$ cat config.mk
export PLATFORM = sky130hd
export DESIGN_NAME = clock24_multimode
export DESIGN_NICKNAME = d
export VERILOG_FILES = /design/src/rtl/clock24_multimode.sv
export SDC_FILE = /design/constraint.sdc
export NUM_CORES = 1
export LEC_CHECK = 0
export CORE_ASPECT_RATIO = 1.4
export CORE_MARGIN = 2
export CORE_UTILIZATION = 58
export CTS_BUF_LIST = sky130_fd_sc_hd__clkbuf_8
export DETAILED_ROUTE_END_ITERATION = 8
export PLACE_DENSITY = 0.88
export SLEW_MARGIN = 20
export SYNTH_ARGS = -nofsm -noshare
export SYNTH_HDL_FRONTEND = slang
export SYNTH_SLANG_ARGS = --single-unit
$ cat constraint.sdc
create_clock -name clk -period 6.44 [get_ports clk]
set_input_delay 1.288 -clock clk [delete_from_list [all_inputs] [get_ports clk]]
set_output_delay 1.288 -clock clk [all_outputs]
set_load 0.02 [all_outputs]
$ cat src/rtl/clock24_multimode.sv
// clock24_multimode: time-of-day counter (HH:MM:SS, 24-hour) driven from the
// system clock through a seconds prescaler. Supports pause, validated load,
// hour/minute set buttons, a 12-hour display view, an HH:MM alarm and
// single-cycle status pulses.
//
// Priority on each rising edge: reset > start > (inc_hour | inc_min) > tick.
// A tick is an edge with run=1 and the prescaler at TICK_DIV-1. All pulse
// outputs are registered, so they go high in the same cycle as the new time.
module clock24_multimode #(
  parameter int TICK_DIV = 100000000,
  parameter int CNT_W    = (TICK_DIV > 1) ? $clog2(TICK_DIV) : 1
) (
  input  logic       clk,
  input  logic       reset,
  input  logic       start,
  input  logic [4:0] hours_i,
  input  logic [5:0] mins_i,
  input  logic [5:0] secs_i,
  input  logic       run,
  input  logic       inc_hour,
  input  logic       inc_min,
  input  logic       mode12,
  input  logic       alarm_en,
  input  logic [4:0] alarm_h,
  input  logic [5:0] alarm_m,
  output logic [4:0] hours_o,
  output logic [5:0] mins_o,
  output logic [5:0] secs_o,
  output logic [4:0] disp_hours_o,
  output logic       pm_o,
  output logic       sec_tick_o,
  output logic       day_wrap_o,
  output logic       alarm_o,
  output logic       load_err_o
);

  localparam logic [CNT_W-1:0] PRESC_LAST = CNT_W'(TICK_DIV - 1);

  logic [CNT_W-1:0] presc;
  logic             tick;
  logic             load_ok;
  logic [4:0]       adv_h;
  logic [5:0]       adv_m;
  logic [5:0]       adv_s;
  logic             adv_wrap;
  logic             adv_alarm;

  assign tick    = run && (presc == PRESC_LAST);
  assign load_ok = (hours_i <= 5'd23) && (mins_i <= 6'd59) && (secs_i <= 6'd59);

  // Time one second after the current value, with the carry chain resolved.
  always_comb begin
    adv_h    = hours_o;
    adv_m    = mins_o;
    adv_s    = secs_o + 6'd1;
    adv_wrap = 1'b0;
    if (secs_o == 6'd59) begin
      adv_s = 6'd0;
      adv_m = mins_o + 6'd1;
      if (mins_o == 6'd59) begin
        adv_m = 6'd0;
        if (hours_o == 5'd23) begin
          adv_h    = 5'd0;
          adv_wrap = 1'b1;
        end else begin
          adv_h = hours_o + 5'd1;
        end
      end
    end
    // Out-of-range alarm settings can never equal a legal advanced time.
    adv_alarm = alarm_en && (adv_h == alarm_h) && (adv_m == alarm_m) && (adv_s == 6'd0);
  end

  // Time, prescaler and pulse registers, in edge priority order.
  always_ff @(posedge clk) begin
    if (reset) begin
      hours_o    <= '0;
      mins_o     <= '0;
      secs_o     <= '0;
      presc      <= '0;
      sec_tick_o <= 1'b0;
      day_wrap_o <= 1'b0;
      alarm_o    <= 1'b0;
      load_err_o <= 1'b0;
    end else begin
      sec_tick_o <= 1'b0;
      day_wrap_o <= 1'b0;
      alarm_o    <= 1'b0;
      load_err_o <= 1'b0;
      if (start) begin
        if (load_ok) begin
          hours_o <= hours_i;
          mins_o  <= mins_i;
          secs_o  <= secs_i;
          presc   <= '0;
        end else begin
          load_err_o <= 1'b1;
        end
      end else if (inc_hour || inc_min) begin
        // A tick landing on a set-button edge is dropped entirely.
        if (inc_hour) hours_o <= (hours_o == 5'd23) ? 5'd0 : hours_o + 5'd1;
        if (inc_min) begin
          mins_o <= (mins_o == 6'd59) ? 6'd0 : mins_o + 6'd1;
          secs_o <= '0;
          presc  <= '0;
        end else if (run) begin
          presc <= tick ? '0 : presc + 1'b1;
        end
      end else if (run) begin
        if (tick) begin
          presc      <= '0;
          hours_o    <= adv_h;
          mins_o     <= adv_m;
          secs_o     <= adv_s;
          sec_tick_o <= 1'b1;
          day_wrap_o <= adv_wrap;
          alarm_o    <= adv_alarm;
        end else begin
          presc <= presc + 1'b1;
        end
      end
    end
  end

  // Display view of the hour register; never feeds back into counting.
  always_comb begin
    disp_hours_o = hours_o;
    pm_o         = 1'b0;
    if (mode12) begin
      pm_o = (hours_o >= 5'd12);
      if (hours_o == 5'd0)      disp_hours_o = 5'd12;
      else if (hours_o > 5'd12) disp_hours_o = hours_o - 5'd12;
    end
  end

endmodule
==> results.cfg <==
[status]
status = complete, no violations

[routing]
dr.first_iter.drc_count = 329
viasPerCell = 6.48
wl_per_cell_microns = 16.6
drc = 0
first_pass_iters = 6
ant_nets = 0
wl_mm = 8.97
num_vias = 3505

[timing]
tightest_slew_ps = 1140
fin_crit_sh_pct = 64.6
fin_worst_skew_ps = 9.97
relSlewSlack_pct = 23.5
fin_tns_setup_ps = 0
fmax_mhz = 240
setup_viol = 0
finalMaxSlewViolations = 0
rsz0062_at_grt = no
layout_min_cycle_time_ps = 4160
finalHoldViolations = 0

[worst_setup_path]
startpoint_type = input pin
arrival_ps = 2870
cp-end-kind = output pin
rr_worst_depth = 7
path_class = input pin to output pin
crit_path_max_fanout = 5
crit_required_ps = 5150

[clock_network]
cts_root_buf = clkbuf_8
cts_tree = yes
post_cts.repair.setup_buffers = 0
htree_num_levels = 2
cts.path.max_buffers = 2
clkLatencyLatePin_ps = 300
clock-sinks = 48
cts_resized = 0
numCtsBuffers = 5
clk_pin_slew_ps = 80
cts_hold_buffers = 0

[synth]
synth_seq_cells = 48
synth_ff_type = dfxtp_1
ys_types = 58
ys_async_sr_fraction_pct = 0
syn_nets = 470
syn_avg_cell_area_sq_um = 7.80
synth_area_leader_cell = dfxtp_1
synth_top_cell_area_share_pct = 29.0
syn_inst = 425
ys_warn_count = 0
synth-edff-count = 0
yosysSeqAreaShare_pct = 29.0
synthesis.area_sq_um = 3310
synth_area_leaders = dfxtp_1 (29%), xor2_1 (5.3%), nand2_1 (5.1%)

[power]
power_leakage_nw = 1.36
vdd_drop_max_uv = 148
power.density_nw_per_um2 = 180

[placed_design]
gp_congestion = 0.936
place_area_sq_um = 3930
dp_hpwl_mm = 6.57
io_buffers = 62

[final_layout]
n_fill_cell = 446
final_common_cell = clkdlybuf4s50_1
fin_nets = 517
regArea_sq_um = 961
stdcell_area_sq_um = 4050
multi_input_area_sq_um = 2220
drive_gt1_share_pct = 4.44
n_antenna_cell = 0
final_cell_mix = clkdlybuf4s50_1 (62), dfxtp_1 (48), nand2_1 (45)
syn2layout_area_growth_pct = 22.2

[floorplanning]
dieHeight_microns = 93.4
dieArea_sq_um = 6340
rows = 32
ioPinCount = 63
die_x_microns = 67.9
core_sq_um = 5530
initial_utilization_pct = 60.0

[global_routing]
grt_pass1_vias = 3168
antenna_found_initial = 0
gr-usage-all-layers_pct = 28.1
grt_max_degree = 28
overflow = 0
grt_pass1_wl_mm = 14.0

[min_path]
holdPathStages = 2
min_path_type = register to register

[job]
cap_violations = 0
==> kinds of logic after synthesis <==
group | count (synthesis) | synth area share (%)
DFF | 48 | 29.0
muxes | 4 | 1.21
AOI/OAI and AO/OA | 117 | 25.3
buffers and inverters | 33 | 4.04
adders and majority gates | 9 | 3.40
and+or+nand+nor | 180 | 28.0
xor gates and xnor gates | 34 | 8.98
==> routing by layer <==
layer	share of wire, %	vias up	GRT usage [%]	wire length (microns)
li1	-	1673	-	-
met1	39	1631	31.6	3520
met2	50	172	50.2	4510
met3	7.2	29	4.09	650
met4	3.2	0	13.3	289
met5	0	-	0	0
==> metrics by stage <==
stage	power, mW	setup slack [ps]	hold WS [ps]	util, %	std cells
floorplan	0.433	3210	460	-	425
global placement	0.501	2310	474	71.1	533
detailed placement	0.504	2290	495	71.1	533
CTS	0.732	2290	507	73.3	541
global route	0.761	2160	549	73.3	541
finish	0.730	2280	500	73.3	541
==> synthesized netlist by cell type, types with 3 or more instances <==
library cell  number
inv_1             10
and3_1            11
o2111ai_1          4
dfxtp_1           48
a211oi_1           8
buf_2              5
o31ai_1            6
and2_1             5
mux2i_1            4
xor2_1            20
nor2b_1            3
clkbuf_1          14
a21oi_1           25
and4_1             5
a31oi_1            4
nor3_1             7
o221ai_1           3
nand3_1           24
a21boi_0           3
nand2_1           45
nand4b_1           6
or3_1              5
nor4_1             5
ha_1               9
o21a_1             3
a211o_1            4
o211ai_1          11
o21ai_0           19
xnor2_1           14
nor2_1            43
a221oi_1           4
nand4_1           10
==> power by group <==
part,switching (mW),internal (mW),total [mW]
clock,0.103,0.127,0.230
combinational,0.0902,0.0815,0.172
sequential,0.0223,0.306,0.329
==> cell type report <==
class	count	share of cell area, %
sequential	48	23.7
clock inverter	2	0.958
inverter	11	1.02
timing repair buffer	62	15.3
multi-input combinational	344	54.8
clock buffer	6	2.04
tap	68	2.10
==> flip-flops by register name (all words and copies together), names as in the netlist <==
register,flops
secs_o,6
hours_o,5
sec_tick_o,1
day_wrap_o,1
presc,27
alarm_o,1
mins_o,6
load_err_o,1
==> worst max-delay path: stages <==
cell and delay, ps:
clkdlybuf4s50_1 530, nor2b_1 190, nand4_1 100, mux2i_1 140
clkdlybuf4s50_1 620
==> worst paths after layout <==
| kind | start | to | slack, ps |
|---|---|---|---|
| hold reg to reg | presc[22]$_SDFFE_PP0P_ | presc[22]$_SDFFE_PP0P_ | 500 |
| setup reg to reg | secs_o[0]$_SDFFE_PP0P_ | alarm_o$_SDFF_PP0_ | 3180 |
| hold / removal | presc[22]$_SDFFE_PP0P_ | presc[22]$_SDFFE_PP0P_ | 500 |
| setup / recovery | mode12 | disp_hours_o[4] | 2280 |
Power figures use the tool's default switching activity.
